### src/rtl/ddf_ms_pkg.sv
`default_nettype none
// ============================================================================
// Module      : ddf_ms_pkg
// Description : Shared definitions for the multi-stream dataflow actors.
//               Token layout is {tag, payload}. The tag occupies the MSBs.
//               Helpers are provided to locate the token fields and to
//               advance a round-robin index.
// Revision    : 1.0 - initial release
// ============================================================================
package ddf_ms_pkg;

  // Payload always starts at bit 0 of a token.
  localparam int unsigned C_PAYLOAD_LSB = 0;

  // Control payload bit that selects the SWITCH output.
  localparam int unsigned C_SEL_BIT = 0;

  function automatic int unsigned payload_msb(input int unsigned dw);
    return dw - 1;
  endfunction

  function automatic int unsigned tag_lsb(input int unsigned dw);
    return dw;
  endfunction

  function automatic int unsigned tag_msb(input int unsigned dw, input int unsigned tw);
    return dw + tw - 1;
  endfunction

  // Next round-robin index, wrapping to 0 after n-1.
  function automatic int unsigned rr_next(input int unsigned idx, input int unsigned n);
    return (idx + 1 >= n) ? 0 : idx + 1;
  endfunction

endpackage
`default_nettype wire

### src/rtl/ms_tag_fifo.sv
`default_nettype none
// ============================================================================
// Module      : ms_tag_fifo
// Description : Single-flux synchronous FIFO. Full and empty come from a
//               registered occupancy count. A write while full is dropped,
//               even when a read happens in the same cycle.
// Ports       : clk, rst      - clock, asynchronous active-high reset
//               wr_en/wr_data - push strobe and token
//               full          - count == DEPTH
//               rd_en/rd_data - pop strobe and head token (show-ahead)
//               empty         - count == 0
// Revision    : 1.0 - initial release
// ============================================================================
module ms_tag_fifo #(
  parameter int WIDTH = 9,
  parameter int DEPTH = 4
) (
  input  logic             clk,
  input  logic             rst,
  input  logic             wr_en,
  input  logic [WIDTH-1:0] wr_data,
  output logic             full,
  input  logic             rd_en,
  output logic [WIDTH-1:0] rd_data,
  output logic             empty
);

  localparam int C_PTR_W = (DEPTH > 1) ? $clog2(DEPTH) : 1;
  localparam logic [C_PTR_W:0] C_FULL_CNT = (C_PTR_W + 1)'(DEPTH);

  logic [WIDTH-1:0]   r_mem [DEPTH];
  logic [C_PTR_W-1:0] r_wr_ptr;
  logic [C_PTR_W-1:0] r_rd_ptr;
  logic [C_PTR_W:0]   r_count;
  logic               w_wr;
  logic               w_rd;

  assign full    = (r_count == C_FULL_CNT);
  assign empty   = (r_count == '0);
  assign w_wr    = wr_en && !full;
  assign w_rd    = rd_en && !empty;
  assign rd_data = r_mem[r_rd_ptr];

  // DEPTH is a power of two, so natural pointer overflow wraps modulo DEPTH.
  always_ff @(posedge clk or posedge rst) begin
    if (rst) begin
      r_wr_ptr <= '0;
      r_rd_ptr <= '0;
      r_count  <= '0;
    end else begin
      if (w_wr) r_wr_ptr <= r_wr_ptr + 1'b1;
      if (w_rd) r_rd_ptr <= r_rd_ptr + 1'b1;
      case ({w_wr, w_rd})
        2'b10:   r_count <= r_count + 1'b1;
        2'b01:   r_count <= r_count - 1'b1;
        default: r_count <= r_count;
      endcase
    end
  end

  // Storage is not reset; clearing the count is what discards the tokens.
  always_ff @(posedge clk) begin
    if (w_wr) r_mem[r_wr_ptr] <= wr_data;
  end

endmodule
`default_nettype wire

### src/rtl/switch_ddf_ms.sv
`default_nettype none
// ============================================================================
// Module      : switch_ddf_ms
// Description : Multi-stream dynamic-dataflow SWITCH actor. Each flux pairs
//               one data token with one control token. The data token,
//               tag unchanged, goes to output 0 or output 1 as control
//               payload bit 0 selects. A round-robin arbiter fires at most
//               one eligible flux per cycle.
// Ports       : clk, rst                   - clock, async active-high reset
//               in_port_*_data             - tagged data token input
//               in_port_*_ctrl             - tagged control token input
//               in_port_full_data/_ctrl    - per-flux FIFO full flags
//               out_port_write/dataout_0/1 - output token strobes / tokens
//               out_port_full_0/1          - downstream backpressure
// Revision    : 1.0 - initial release
// ============================================================================
module switch_ddf_ms
  import ddf_ms_pkg::*;
#(
  parameter int FLUX       = 2,
  parameter int DATA_WIDTH = 8,
  parameter int TAG_WIDTH  = $clog2(FLUX),
  parameter int WIDTH      = DATA_WIDTH + TAG_WIDTH,
  parameter int DEPTH      = 4
) (
  input  logic             clk,
  input  logic             rst,
  input  logic             in_port_write_data,
  input  logic [WIDTH-1:0] in_port_datain_data,
  output logic [FLUX-1:0]  in_port_full_data,
  input  logic             in_port_write_ctrl,
  input  logic [WIDTH-1:0] in_port_datain_ctrl,
  output logic [FLUX-1:0]  in_port_full_ctrl,
  output logic             out_port_write_0,
  output logic [WIDTH-1:0] out_port_dataout_0,
  input  logic             out_port_full_0,
  output logic             out_port_write_1,
  output logic [WIDTH-1:0] out_port_dataout_1,
  input  logic             out_port_full_1
);

  localparam int C_TAG_MSB = tag_msb(DATA_WIDTH, TAG_WIDTH);
  localparam int C_TAG_LSB = tag_lsb(DATA_WIDTH);

  logic [TAG_WIDTH-1:0] w_tag_data;
  logic [TAG_WIDTH-1:0] w_tag_ctrl;
  logic [WIDTH-1:0]     w_data_head [FLUX];
  logic [WIDTH-1:0]     w_ctrl_head [FLUX];
  logic [FLUX-1:0]      w_data_empty;
  logic [FLUX-1:0]      w_ctrl_empty;
  logic [FLUX-1:0]      w_eligible;
  logic [FLUX-1:0]      w_pop;

  logic [TAG_WIDTH-1:0] r_rr;
  logic [TAG_WIDTH-1:0] w_grant;
  logic                 w_fire;
  logic                 w_sel;
  int                   w_idx;

  assign w_tag_data = in_port_datain_data[C_TAG_MSB:C_TAG_LSB];
  assign w_tag_ctrl = in_port_datain_ctrl[C_TAG_MSB:C_TAG_LSB];

  for (genvar t = 0; t < FLUX; t++) begin : g_flux
    ms_tag_fifo #(
      .WIDTH (WIDTH),
      .DEPTH (DEPTH)
    ) u_data_fifo (
      .clk     (clk),
      .rst     (rst),
      .wr_en   (in_port_write_data && (w_tag_data == TAG_WIDTH'(t))),
      .wr_data (in_port_datain_data),
      .full    (in_port_full_data[t]),
      .rd_en   (w_pop[t]),
      .rd_data (w_data_head[t]),
      .empty   (w_data_empty[t])
    );

    ms_tag_fifo #(
      .WIDTH (WIDTH),
      .DEPTH (DEPTH)
    ) u_ctrl_fifo (
      .clk     (clk),
      .rst     (rst),
      .wr_en   (in_port_write_ctrl && (w_tag_ctrl == TAG_WIDTH'(t))),
      .wr_data (in_port_datain_ctrl),
      .full    (in_port_full_ctrl[t]),
      .rd_en   (w_pop[t]),
      .rd_data (w_ctrl_head[t]),
      .empty   (w_ctrl_empty[t])
    );

    // A flux is only eligible if the output its head control token names
    // can accept, so a blocked output never stalls the other one.
    assign w_eligible[t] = !w_data_empty[t] && !w_ctrl_empty[t] &&
                           !(w_ctrl_head[t][C_SEL_BIT] ? out_port_full_1 : out_port_full_0);
    assign w_pop[t]      = w_fire && (w_grant == TAG_WIDTH'(t));
  end

  // Round-robin search starting at r_rr; the first eligible flux wins.
  always_comb begin
    w_fire  = 1'b0;
    w_grant = r_rr;
    w_idx   = 0;
    for (int i = 0; i < FLUX; i++) begin
      w_idx = int'(r_rr) + i;
      if (w_idx >= FLUX) w_idx = w_idx - FLUX;
      if (!w_fire && w_eligible[w_idx]) begin
        w_fire  = 1'b1;
        w_grant = TAG_WIDTH'(w_idx);
      end
    end
  end

  assign w_sel = w_ctrl_head[w_grant][C_SEL_BIT];

  always_ff @(posedge clk or posedge rst) begin
    if (rst) begin
      r_rr               <= '0;
      out_port_write_0   <= 1'b0;
      out_port_write_1   <= 1'b0;
      out_port_dataout_0 <= '0;
      out_port_dataout_1 <= '0;
    end else begin
      out_port_write_0 <= 1'b0;
      out_port_write_1 <= 1'b0;
      if (w_fire) begin
        r_rr <= TAG_WIDTH'(rr_next(32'(w_grant), 32'(FLUX)));
        if (w_sel) begin
          out_port_write_1   <= 1'b1;
          out_port_dataout_1 <= w_data_head[w_grant];
        end else begin
          out_port_write_0   <= 1'b1;
          out_port_dataout_0 <= w_data_head[w_grant];
        end
      end
    end
  end

endmodule
`default_nettype wire

### config.mk
export PLATFORM = sky130hd
export DESIGN_NAME = switch_ddf_ms
export DESIGN_NICKNAME = d
export VERILOG_FILES = /design/src/rtl/ddf_ms_pkg.sv /design/src/rtl/ms_tag_fifo.sv /design/src/rtl/switch_ddf_ms.sv
export SDC_FILE = /design/constraint.sdc
export NUM_CORES = 1
export LEC_CHECK = 0
export BUFFER_PORTS_ARGS = -buffer_cell sky130_fd_sc_hd__buf_2
export CORE_ASPECT_RATIO = 1.1
export CORE_MARGIN = 2
export CORE_UTILIZATION = 54
export DETAILED_ROUTE_END_ITERATION = 8
export GPL_TIMING_DRIVEN = 0
export PLACE_DENSITY = 0.76
export SYNTH_ARGS = -nofsm -noshare
export SYNTH_HDL_FRONTEND = slang
export SYNTH_SLANG_ARGS = --single-unit
### constraint.sdc
create_clock -name clk -period 2.8 [get_ports clk]
set_input_delay 0.28 -clock clk [delete_from_list [all_inputs] [get_ports clk]]
set_output_delay 0.28 -clock clk [all_outputs]
set_load 0.02 [all_outputs]
# == Yosys cells after proc, flatten, opt, wreduce, memory -nomap -nowiden ==
# Memory sizes are Yosys's and may differ from the RTL's.
# Cells that the tools add are included.
# word_totals
ff_bits,49
ramBits,144
input_bits,24
output_inout_bits,24
wordCells,141
mem_count,4
# classes
addsub,20
magnitude_cmp,6
eq_ne,12
n_mux,37
bitwise_logic,5
reduce_logical,40
# mem_list
name,words,word_bits,rd,rd_ports_with_merged_regs,write_ports,line_no,source
g_flux[0].u_ctrl_fifo.r_mem,4,9,1,0,1,ms_tag_fifo.sv:31,logic [WIDTH-1:0] r_mem [DEPTH];
g_flux[0].u_data_fifo.r_mem,4,9,1,0,1,ms_tag_fifo.sv:31,
g_flux[1].u_ctrl_fifo.r_mem,4,9,1,0,1,ms_tag_fifo.sv:31,
g_flux[1].u_data_fifo.r_mem,4,9,1,0,1,ms_tag_fifo.sv:31,
# op_table
cell,n
$lt 32x3->1 const B,2
$mux 32,2
$mux 1,28
$mux 9,3
$pmux 3 s2,4
$logic_and 1x1->1,19
$add 2x1->2 const B,8
$add 3x1->3 const B,4
$eq 3x3->1 const B,4
$logic_not 3->1,4
$sub 3x1->3 const B,4
$logic_not 1->1,11
$eq 2x1->1 const B,4
$eq 2x2->1 const B,4
$reduce_bool 2->1,4
$ge 2x2->1 const B,3
$add 1x1->2 const B,2
$not 1->1,4
$reduce_and 2->1,2
$sub 1x2->3 const B,1
$sub 2x2->3 const B,1
$ge 1x2->1 const B,1
$not 1->2,1

# == Depth between registers and ports, before layout ==
# Gate-level depths: netlist of the first run.
# depth
word_depth,17
mapped_depth,12
mapped_depth_nobuf,10

# == Modules after synthesis ==
# From an unflattened synthesis of the first run, not the netlist that was laid out.
# unflattened
cells_unflattened,465
hier_area_um2,8284.2
# by_module_without_submodules
module,instances,cells_per_inst,area_per_inst_um2,seq_area_each_um2
ms_tag_fifo,4,85,1742.9,1256.2
switch_ddf_ms,1,125,1312.5,525.5

# == Worst setup path before layout of the first run ==
# No wires, ideal clock.
# synth_timing
kind,register -> register
from,register g_flux[1].u_ctrl_fifo.r_rd_ptr[0]
to,register g_flux[0].u_ctrl_fifo.r_count[2]
setup_time_ns,0.079
t_arrival_ns,2.731
required_ns,2.721
slack_ns,-0.010
stages_incl_launch_ff,11
n_path_buf,0
synth_period_minus_slack_ns,2.810
cell_sequence,dfrtp_1 mux4_2 nand2b_4 nor4b_4 a21oi_2 ha_1 inv_1 fa_1 xor2_1 nor2_1 xor2_1
# synth_via
elab_chain_cells,16
elab_cells_between_ends,23
classes_between,eq/ne (2); mux (12); bitwise (1); reduce/logical (7); memory (1)
# synth_rtl
element,line_no,source
from (decl),ms_tag_fifo.sv:33,logic [C_PTR_W-1:0] r_rd_ptr;
from (signal assigned),ms_tag_fifo.sv:52,if (w_rd) r_rd_ptr <= r_rd_ptr + 1'b1;
$mem_v2 4x9 (*),n/a,
$mux 1 (*),switch_ddf_ms.sv:95,!(w_ctrl_head[t][C_SEL_BIT] ? out_port_full_1 : out_port_full_0);
$logic_not 1->1 (*),switch_ddf_ms.sv:95,
$logic_and 1x1->1 (*),switch_ddf_ms.sv:94,assign w_eligible[t] = !w_data_empty[t] && !w_ctrl_empty[t] &&
$mux 1 (not written as such) (3 in series),switch_ddf_ms.sv:107,if (!w_fire && w_eligible[w_idx]) begin
$mux 1,switch_ddf_ms.sv:107,
$logic_not 1->1,switch_ddf_ms.sv:107,
$logic_and 1x1->1,switch_ddf_ms.sv:107,
$mux 1,switch_ddf_ms.sv:107,
$not 1->1,switch_ddf_ms.sv:96,assign w_pop[t] = w_fire && (w_grant == TAG_WIDTH'(t));
$logic_and 1x1->1 (*),switch_ddf_ms.sv:96,
$logic_and 1x1->1 (*),ms_tag_fifo.sv:41,assign w_rd = rd_en && !empty;
named net g_flux[0].u_ctrl_fifo.w_rd,ms_tag_fifo.sv:36,logic w_rd;
$eq 2x1->1 or $eq 2x2->1 (tied branches),ms_tag_fifo.sv:53,"case ({w_wr, w_rd})"
$pmux 3 s2 or $reduce_bool 2->1 (tied branches),n/a,
to (signal assigned),ms_tag_fifo.sv:54,2'b10: r_count <= r_count + 1'b1;
to (signal assigned),ms_tag_fifo.sv:55,2'b01: r_count <= r_count - 1'b1;
to (signal assigned),ms_tag_fifo.sv:56,default: r_count <= r_count;
to (decl),ms_tag_fifo.sv:34,logic [C_PTR_W:0] r_count;
# The timed path passes the listed nets; every way through them passes the cells marked *. The select of a mux whose other input is x is not followed.
# A chain may end at the register's enable or synchronous reset.

# == Worst setup path in the final report of the first run ==
# layout_timing
from,register g_flux[1].u_ctrl_fifo.r_rd_ptr[0]
to,register g_flux[0].u_data_fifo.r_count[2]
# layout_via
elab_chain_cells,16
elab_cells_between_ends,23
classes_between,eq/ne (2); mux (12); bitwise (1); reduce/logical (7); memory (1)
# layout_rtl
element,line_no
$mem_v2 4x9 (*),n/a
$mux 1 (*),switch_ddf_ms.sv:95
$logic_not 1->1 (*),switch_ddf_ms.sv:95
$logic_and 1x1->1 (*),switch_ddf_ms.sv:94
$mux 1 (not written as such) (3 in series),switch_ddf_ms.sv:107
$mux 1,switch_ddf_ms.sv:107
$logic_not 1->1,switch_ddf_ms.sv:107
$logic_and 1x1->1,switch_ddf_ms.sv:107
$mux 1,switch_ddf_ms.sv:107
$not 1->1,switch_ddf_ms.sv:96
$logic_and 1x1->1 (*),switch_ddf_ms.sv:96
$logic_and 1x1->1 (*),ms_tag_fifo.sv:41
named net g_flux[0].u_data_fifo.w_rd,ms_tag_fifo.sv:36
$eq 2x1->1 or $eq 2x2->1 (tied branches),ms_tag_fifo.sv:53
$pmux 3 s2 or $reduce_bool 2->1 (tied branches),n/a
to (signal assigned),ms_tag_fifo.sv:54
to (signal assigned),ms_tag_fifo.sv:55
to (signal assigned),ms_tag_fifo.sv:56
to (decl),ms_tag_fifo.sv:34
# Marked as above.

==> results of run 1 <==
## what timing repair did
action                                  CTS  global route
resized for setup                         7            13
endpoints found under the setup margin   24            23
gates cloned                              0             0
pin swaps                                 1             6
buffers inserted                          4             5
endpoints found under the hold margin     9             0
hold buffers                              1             0
## state kept, by name, indices dropped and copies added (netlist names), 4 cells and up
| register | cells |
|---|---|
| g_flux.u_data_fifo.r_mem | 72 |
| out_port_dataout_0 | 9 |
| out_port_dataout_1 | 9 |
| g_flux.u_ctrl_fifo.r_mem | 8 |
| g_flux.u_ctrl_fifo.r_count | 6 |
| g_flux.u_data_fifo.r_count | 6 |
| g_flux.u_ctrl_fifo.r_rd_ptr | 4 |
| g_flux.u_ctrl_fifo.r_wr_ptr | 4 |
| g_flux.u_data_fifo.r_rd_ptr | 4 |
| g_flux.u_data_fifo.r_wr_ptr | 4 |
## worst register-to-register path: cells and delay by family (launching register included)
kind	cells	cell delay (ns)
muxes	1	0.54
DFF	1	0.41
AOI/OAI and AO/OA	1	0.18
xor gates and xnor gates	2	0.30
buffers and inverters	2	0.21
and+or+nand+nor	3	0.44
adders and majority gates	2	0.58
## layer usage
layer | part of all wire, % | up-vias
li1 | - | 1586
met1 | 41 | 1780
met2 | 51 | 143
met3 | 5.4 | 27
met4 | 2.3 | 0
met5 | 0 | -
## layout make-up
type	count	area, µm²	area share [%]
sequential	129	3630	51.0
multi-input combinational	216	2190	30.7
clock buffer	17	425	5.97
timing repair buffer	51	298	4.18
clock inverter	15	215	3.02
tap	147	184	2.58
inverter	27	101	1.42
buffer	14	75.1	1.05
antenna	1	2.50	0.0351
## worst min path at each step
stage,cells after the start,to
after floorplan,0,g_flux[0].u_ctrl_fifo.r_mem[0][0]
after global placement,1,out_port_dataout_1[5]
after detailed placement,2,out_port_dataout_0[1]
after CTS,1,g_flux[1].u_data_fifo.r_mem[2][6]
after global routing,1,g_flux[0].u_ctrl_fifo.r_mem[3][0]
final,1,g_flux[1].u_data_fifo.r_mem[2][6]
## cells in the final DEF (no fill, tap or decap), drive strengths merged, types with 3 or more instances in the layout
cell      instances
inv              28
nand4            18
o21ai            23
dfrtp            49
fa                4
clkinvlp          4
xor2             12
nand2            11
clkbuf           21
a2111o            3
and3              5
xnor2            12
nor2              8
nand4b            9
buf              60
a2111oi           3
bufinv            5
ha               20
and2             16
edfxtp           80
nor3              5
mux4             20
clkinv            5
mux2i             6
mux2             22
## synth_stat cells (2+ instances only)
cell and n:
buf_4 4, nor3b_1 2, mux2_1 5, nand4b_1 9
ha_1 20, clkbuf_1 5, and2_1 16, or2_2 2
inv_1 27, o21ai_1 2, dfrtp_1 49, nor3_1 5
and3_1 5, o21ai_0 21, edfxtp_1 80, buf_1 5
o21a_1 2, a2111o_1 3, xnor2_1 12, nand2_1 11
xor2_1 12, nor2_1 8, a22oi_4 2, fa_1 4
mux2_2 17, a2111oi_2 2, mux4_2 20, mux2i_1 6
nand4_1 18
## cell families (layout without fill, tap and decap cells)
kind of cell,Yosys count,in the layout,share of synthesized area (%)
DFF,129,129,61.4
and+or+nand+nor,82,82,8.65
muxes,48,48,12.8
buffers and inverters,42,124,3.05
AOI/OAI and AO/OA,38,38,4.97
adders and majority gates,24,24,5.59
xor gates and xnor gates,24,24,3.55
other,0,1,0
## power breakdown
part | total [mW] | switching, mW | internal [mW]
logic | 4.11 | 2.25 | 1.86
registers | 2.88 | 0.302 | 2.58
clock network | 2.38 | 0.808 | 1.57
## metrics by stage
step	area, µm²	setup slack [ns]	total power [mW]	TNS [ns]	utilization (%)
6_report	7120	0.0782	9.37	0	65.9
5_1_grt	7120	-0.0739	9.91	-0.145	65.8
4_1_cts	7030	0.0193	9.21	0	65.0
3_5_place_dp	6320	-0.214	6.67	-2.82	58.5
3_3_place_gp	6300	-0.137	6.42	-0.282	58.3
2_1_floorplan	5920	0.0295	5.72	0	-
==> metrics.txt, run 1 <==
largest fanout on the critical path=4; layout overhead on the synthesized area=20.4%; antenna-violating nets left=0; worst hold path class=in -> reg; vias after detailed routing=between 3000 and 4000; sequential cell area fraction in the yosys report=about three fifths; number of port buffers=40; Die Area=11800 µm²; distinct cell type count of the synthesized netlist=42; Critical path destination=g_flux[0].u_data_fifo.r_count[2]; number of nets produced by synthesis=435; share of layout cells above drive strength 1=a little under a third; result of the run=complete, no violations; number of CTS-inserted buffers=17; number of sinks handled by clock tree synthesis=129; worst reg2reg endpoint=g_flux[0].u_data_fifo.r_count[2]; startpoint type of the worst setup path=flop; critical path's most frequent cell=xor2_1; Max Buffers Root-to-Sink=2; CP arrival=about 3.1 ns; met3 Use GR=under 10%; worst slew pin tran=1.23 ns; post-detailed-routing wire length=12100 µm; non-filler instance count after layout=617; Final Net Count=504; number of enable-type register cells in the synthesized netlist=80; largest cells by area after synthesis=edfxtp_1 41%, dfrtp_1 21%, mux4_2 7.6%, ha_1 4.2%, mux2_2 3.2%; weighted congestion at the end of routability-driven global placement=0.734; family with the most delay on the worst path=adder cells; area fraction of the dominant cell type after synthesis=about two fifths; Max-Slew Margin vs Limit=16.7%; worst IR drop on VDD=0.000543 V; Setup Viol. Count Final=0; synthesis warning total=0; critical path launch point=g_flux[1].u_ctrl_fifo.r_rd_ptr[0]; count of H-tree levels built during CTS=4; commonest register cell after synthesis=edfxtp_1; cell area after synthesis=5910 µm²; Post-Synthesis Mean Instance Area=around 15 µm²; count of maximum capacitance violations=0; count of filler cells inserted in the layout=745; number of buffer and inverter stages on the critical path=2; crit path cell chain=mux4_2 > nand2b_4 > nor4b_4 > buf_4 > a21oi_2 > ha_2 > inv_1 > fa_1 > xor2_1 > nor2_1 > xor2_1; number of detailed-route iterations in the first pass=6; Initial Utilization=54.7%; Post-Synthesis Cells=387; final HPWL from detailed placement=7900 µm; Ports=48; slowest stage cell, crit path=mux4_2; r2r startpoint=g_flux[1].u_ctrl_fifo.r_rd_ptr[0]; classification of the worst setup path=reg -> reg; WL/cell=between 15 and 20 µm; Horiz. Die Dim=104 µm; die height=114 µm; power density relative to cell area=1320 nW/µm²; Worst Hold Margin=0.141 ns; met2 usage=a little under two fifths; Placed Cells incl. Taps=~580; row count=40; standby leakage power=roughly 2.8 nW; wire length of the first global-routing pass=around 20000 µm; RSZ-0062 raised after global routing=true; worst reg2reg path depth=11; antenna violations before repair=1; global-route track usage on met1=27.2%; grt peak-use layer=met2; total routing usage reported by global routing=22.0%; CTS root buffer=clkbuf_16; Core ar.=10800 µm²; pin count of the biggest net entering global routing=41; register-to-register setup slack=0.08 ns; total congestion overflow after global routing=0; post-detailed-route via-to-cell ratio=5.73; async set or reset register ratio after synthesis=between 30% and 40%; cell type with the largest total area after synthesis=edfxtp_1; crit-path max cell delay=between 0.5 and 0.6 ns; final hold violation count=0; f_max=367 MHz; fraction of the cycle the final worst path needs=97.2%; clock transition at the registers of the reported paths=0.06 ns; number of flip-flops and latches in the synthesized netlist=between 100 and 150; critical path data required time=3.13 ns; worst-case clock skew=0.00505 ns; hold_sp=in_port_datain_data[6]; TritonCTS clock tree=built; DR DRC count=0; Crit. path cell count=11; vias in the first global route=between 3000 and 4000; type of element capturing the critical path=flop; number of max-slew violations in the final report=0; First DRT Iteration DRCs=240; final critical delay including setup and external delays=2.72 ns; clock latency at the later pin of the worst-skew pair=0.41 ns
Power figures use the tool's default switching activity.
==> run 2, diff against run 1 <==
CELL_PAD_IN_SITES_DETAIL_PLACEMENT = 0   (was not set)
CELL_PAD_IN_SITES_GLOBAL_PLACEMENT = 1   (was not set)
CORE_UTILIZATION = 30   (was 54)
PLACE_DENSITY = not set   (was 0.76)
PLACE_DENSITY_LB_ADDON = 0.1   (was not set)
==> run 2 against run 1 <==
Against the previous run:
- total power down 1.0%
- register-to-register slack better by 0.03 ns
- routed wire length up 4.5%
- clock power down 6%
- largest power group unchanged
- worst hold slack better by 0.0037 ns
- critical path depth down 5
==> metrics.txt, run 2 (synthesis gave the netlist of run 1 again) <==
crit path cell chain=mux2_2 > mux2i_1 > o311ai_1 > nand4_1 > nand4_1 > mux2_1; count of maximum capacitance violations=0 (unchanged); largest fanout on the critical path=9 (+5); Max-Slew Margin vs Limit=18.6% (+1.9 points); crit-path max cell delay=0.54 ns (about the same); vias after detailed routing=3433 (-2.9%); CP arrival=2.99 ns (-0.07 ns); number of flip-flops under the largest register name=72 (unchanged); final setup TNS=0 ns (unchanged); weighted congestion at the end of routability-driven global placement=0.707 (-3.8%); clock transition at the registers of the reported paths=0.06 ns (about the same); CTS root buffer=clkbuf_16; Max Buffers Root-to-Sink=2 (unchanged); Ports=48 (unchanged); Horiz. Die Dim=138 µm (+33%); pin count of the biggest net entering global routing=37 (-9.8%); largest registers=g_flux.u_data_fifo.r_mem x72, out_port_dataout_0 x9, out_port_dataout_1 x9; number of detailed-route iterations in the first pass=4 (-2); number of CTS-inserted buffers=17 (unchanged); classification of the worst setup path=reg -> reg; worst hold path class=in -> reg; First DRT Iteration DRCs=224 (-6.7%); number of sinks handled by clock tree synthesis=129 (unchanged); Setup Viol. Count Final=0 (unchanged); number of max-slew violations in the final report=0 (unchanged); count of H-tree levels built during CTS=4 (unchanged); ant diodes=0 (-1); leading cell types in the layout, fill and taps excluded=80 x edfxtp_1, 47 x dfrtp_1, 40 x buf_2, 25 x inv_1, 21 x o21ai_0; total routing usage reported by global routing=13.2% (-8.8 points); WL/cell=17.7 µm (-10%); post-detailed-routing wire length=12700 µm (+4.5%); most common cell after layout, fill and taps aside=edfxtp_1; antenna violations before repair=0 (-1); die height=151 µm (+33%); antenna-violating nets left=0 (unchanged); Worst Hold Margin=0.145 ns (+0.00374 ns); final critical delay including setup and external delays=2.69 ns (-0.0283 ns); result of the run=complete, no violations; slowest stage cell, crit path=mux2i_1; critical path's most frequent cell=nand4_1; worst slew pin tran=1.20 ns (-0.0278 ns); RSZ-0062 raised after global routing=true; standby leakage power=2.83 nW (+0.12%); number of port buffers=40 (unchanged); DR DRC count=0 (unchanged); startpoint type of the worst setup path=flop; clock latency at the later pin of the worst-skew pair=0.42 ns (about the same); row count=53 (+33%); post-detailed-route via-to-cell ratio=4.79 (-16%); power density relative to cell area=1280 nW/µm² (-3.0%); f_max=371 MHz (+1.1%); vias in the first global route=3527 (-4.3%); number of buffer and inverter stages on the critical path=0 (-2); final HPWL from detailed placement=8730 µm (+11%); wire length of the first global-routing pass=19900 µm (+2.1%); count of filler cells inserted in the layout=1851 (+150%); share of layout cells above drive strength 1=32.6% (+1.0 points); Core ar.=19200 µm² (+78%); family with the most delay on the worst path=multiplexers; Initial Utilization=30.7% (-24 points); TritonCTS clock tree=built; type of element capturing the critical path=flop; total congestion overflow after global routing=0 (unchanged); Final Net Count=505 (+0.20%); critical path data required time=3.10 ns (-0.03 ns); worst-case clock skew=0.00934 ns (+0.00429 ns); final hold violation count=0 (unchanged); Die Area=20900 µm² (+77%); Pwr Total=9.27 mW (-1.0%); Most flops, register=g_flux.u_data_fifo.r_mem; worst IR drop on VDD=0.000519 V (-4.4%); layout overhead on the synthesized area=22.9%; fraction of the cycle the final worst path needs=96.2% (-1.0 points)
-- run 2: layout make-up --
type                    count  area [µm²]  area share (%)
clock buffers              17         425            5.85
multi-input cells         216        2240            30.8
inverters                  27         101            1.39
well taps                 247         309            4.25
flip-flops and latches    129        3630            50.0
plain buffers              14        75.1            1.03
repair buffers             52         318            4.37
clock inverters            15         171            2.36
-- run 2: power by group --
group          switching, mW  internal [mW]
clock                  0.896           1.34
sequential             0.293           2.58
combinational           2.23           1.93
total                   3.42           5.85
-- run 2: stage by stage --
stage | instances | util [%] | setup WS, ns | cell area, µm²
final | 717 | 37.8 | 0.107 | 7270
after detailed placement | 675 | 33.6 | -0.340 | 6450
after CTS | 712 | 37.1 | 0.00288 | 7130
after floorplan | 387 | - | 0.0295 | 5920
after global routing | 717 | 37.8 | -0.0580 | 7270
after global placement | 674 | 33.4 | -0.337 | 6430
-- run 2: repair_timing --
| item | 4_1_cts | 5_1_grt |
|---|---|---|
| pin swaps | 1 | 9 |
| hold endpoints to repair | 13 | 0 |
| resized for setup | 8 | 17 |
| hold buffers | 1 | 0 |
| setup endpoints to repair | 24 | 24 |
| setup buffers | 5 | 5 |
-- run 2: path summary, 6_finish.rpt --
kind | start | depth (start not counted) | end | slack (ns)
min reg2reg | out_port_dataout_1[5] | 1 | out_port_dataout_1[5] | 0.49
min | in_port_datain_data[7] | 1 | g_flux[0].u_data_fifo.r_mem[3][7] | 0.14
max reg2reg | g_flux[0].u_ctrl_fifo.r_rd_ptr[0] | 6 | out_port_dataout_0[1] | 0.11
min in group asynchronous | rst | 3 | g_flux[0].u_data_fifo.r_wr_ptr[0] | 0.39
max in group asynchronous | rst | 4 | g_flux[1].u_ctrl_fifo.r_rd_ptr[0] | 1.86
max | g_flux[0].u_ctrl_fifo.r_rd_ptr[0] | 6 | out_port_dataout_0[1] | 0.11
-- run 2: layer usage --
layer | wire (µm) | up-vias | global-route usage [%] | share of wire, %
met5 | 0 | - | 0 | 0
met4 | 287 | 0 | 6.02 | 2.3
met1 | 5920 | 1749 | 17.5 | 47
met2 | 5920 | 78 | 20.3 | 47
met3 | 571 | 20 | 3.38 | 4.5
li1 | - | 1586 | - | -
==> run 3, diff against run 2 <==
clock period = 2.6 ns   (was 2.8 ns; I/O delays follow)
==> run 3 against run 2 <==
Against the previous run:
- largest power group unchanged
- clock skew about the same
- setup slack got worse by 0.23 ns
- sequential share of layout area decreased by 0.49 points
- first-iteration DRC count increased by 17%
- the flow now finishes with violations (negative setup slack)
- combinational power increased by 14%
- count of clock-buffer cells in the layout increased by 4
- critical endpoint is now g_flux[1].u_ctrl_fifo.r_count[2]
- cell area increased by 1.0%
- highest routed layer unchanged
- via count decreased by 0.12%
- worst hold slack got worse by 0.015 ns
- global-route usage increased by 0.25 points
- critical path depth increased by 4
==> metrics.txt, run 3 (synthesis gave the netlist of run 1 again) <==
result of the run=finished, violations left; violated checks=negative setup slack; power density relative to cell area=1380 nW/µm² (+8.5%); most common cell after layout, fill and taps aside=edfxtp_1; largest fanout on the critical path=5 (-4); worst hold path class=in -> reg; number of sinks handled by clock tree synthesis=129 (unchanged); Max Buffers Root-to-Sink=2 (unchanged); post-detailed-route via-to-cell ratio=4.74 (-0.95%); TritonCTS clock tree=built; worst slew pin tran=1.26 ns (+0.0599 ns); count of filler cells inserted in the layout=1873 (+1.2%); clock latency at the later pin of the worst-skew pair=0.42 ns (about the same); Pwr Total=10.2 mW (+9.6%); worst path setup slack after routing=-0.124 ns (-0.231 ns); critical path launch point=g_flux[1].u_ctrl_fifo.r_rd_ptr[0]; Core ar.=19200 µm² (unchanged); row count=53 (unchanged); fraction of the cycle the final worst path needs=105% (+8.6 points); total congestion overflow after global routing=0 (unchanged); DR DRC count=0 (unchanged); CP arrival=3.06 ns (+0.07 ns); final hold violation count=0 (unchanged); post-layout utilization of the core=38.2% (+0.38 points); Die Area=20900 µm² (unchanged); Most flops, register=g_flux.u_data_fifo.r_mem; vias after detailed routing=3429 (-0.12%); worst-case setup slack after placement=-0.375 ns (-0.0353 ns); antenna-violating nets left=0 (unchanged); CTS root buffer=clkbuf_16; Max-Slew Margin vs Limit=14.5% (-4.1 points); hold_sp=in_port_datain_ctrl[0]; Horiz. Die Dim=138 µm (unchanged); number of port buffers=40 (unchanged); worst-case clock skew=0.00946 ns (+0.000121 ns); count of maximum capacitance violations=0 (unchanged); die height=151 µm (unchanged); ant diodes=0 (unchanged); number of max-slew violations in the final report=0 (unchanged); vias in the first global route=3569 (+1.2%); Ports=48 (unchanged); Final Net Count=511 (+1.2%); type of element capturing the critical path=flop; final setup TNS=-1.52 ns (-1.52 ns); leading cell types in the layout, fill and taps excluded=80 x edfxtp_1, 47 x dfrtp_1, 40 x buf_2, 23 x inv_1; total routing usage reported by global routing=13.5% (+0.25 points); f_max=367 MHz (-1.1%); Initial Utilization=30.7% (unchanged); clock transition at the registers of the reported paths=0.06 ns (about the same); WL/cell=17.9 µm (+0.88%); number of detailed-route iterations in the first pass=4 (unchanged); antenna violations before repair=0 (unchanged); critical path data required time=2.93 ns (-0.17 ns); Setup Viol. Count Final=21 (+21); standby leakage power=2.86 nW (+1.1%); pin count of the biggest net entering global routing=39 (+5.4%); startpoint type of the worst setup path=flop; number of flip-flops under the largest register name=72 (unchanged); First DRT Iteration DRCs=262 (+17%); number of CTS-inserted buffers=17 (unchanged); share of layout cells above drive strength 1=34.9% (+2.3 points); r2r startpoint=g_flux[1].u_ctrl_fifo.r_rd_ptr[0]; RSZ-0062 raised after global routing=true; weighted congestion at the end of routability-driven global placement=0.736 (+4.1%); largest registers=g_flux.u_data_fifo.r_mem x72, out_port_dataout_0 x9, out_port_dataout_1 x9; wire length of the first global-routing pass=20000 µm (+0.72%); layout overhead on the synthesized area=24.1%; post-detailed-routing wire length=12900 µm (+1.7%); count of H-tree levels built during CTS=4 (unchanged); worst IR drop on VDD=0.000628 V (+21%); classification of the worst setup path=reg -> reg; final HPWL from detailed placement=8860 µm (+1.5%); final critical delay including setup and external delays=2.72 ns (+0.0310 ns)
[run 3: critical path: stages, from the launching register on]
cell	delay (ns)
dfrtp_2	0.45
mux2_4	0.31
and3b_2	0.23
nor4b_4	0.44
o21a_1	0.22
ha_2	0.20
inv_2	0.04
fa_2	0.33
xor2_1	0.14
nor2_1	0.13
xor2_1	0.15
[run 3: repair_timing]
| action | 4_1_cts | 5_1_grt |
|---|---|---|
| hold buffers | 1 | 0 |
| resized for setup | 13 | 9 |
| setup buffers | 10 | 6 |
| endpoints found under the setup margin | 62 | 25 |
| pin swaps | 8 | 7 |
| gates cloned | 0 | 0 |
| endpoints found under the hold margin | 11 | 0 |
[run 3: layer usage]
layer  global-route usage (%)  share of wire (%)  vias up
li1                         -                  -     1605
met1                     17.3                 46     1737
met2                     20.8                 47       64
met3                     4.35                4.3       23
met4                     5.77                2.3        0
met5                        0                  0        -
[run 3: cell type report]
type	instances	area, µm²	area share, %
Sequential cell	129	3630	49.5
Multi-Input combinational cell	216	2270	30.9
Clock buffer	21	470	6.41
Timing Repair Buffer	58	375	5.11
Tap cell	247	309	4.21
Clock inverter	11	106	1.45
Inverter	27	101	1.38
Buffer	14	76.3	1.04
[run 3: final timing paths]
check                           depth (start not counted)                                 to  slack [ns]
min in group asynchronous                               3                   out_port_write_0        0.35
worst min register to register                          1              out_port_dataout_0[1]        0.49
worst max register to register                         10   g_flux[1].u_ctrl_fifo.r_count[2]       -0.12
worst min-delay path                                    1  g_flux[0].u_ctrl_fifo.r_mem[3][0]        0.13
max in group asynchronous                               4  g_flux[1].u_ctrl_fifo.r_rd_ptr[0]        1.69
worst max-delay path                                   10   g_flux[1].u_ctrl_fifo.r_count[2]       -0.12
[run 3: power by group]
group | switching, mW | internal (mW)
logic | 2.51 | 2.26
clock network | 0.891 | 1.39
registers | 0.323 | 2.78
total | 3.73 | 6.43
[run 3: per-stage QoR]
| step | hold slack [ns] | std cells | area, µm² |
|---|---|---|---|
| after CTS | 0.123 | 717 | 7260 |
| after detailed placement | 0.244 | 675 | 6500 |
| after global routing | 0.129 | 723 | 7340 |
| final | 0.130 | 723 | 7340 |
| after global placement | 0.470 | 674 | 6480 |
| after floorplan | 0.359 | 387 | 5970 |
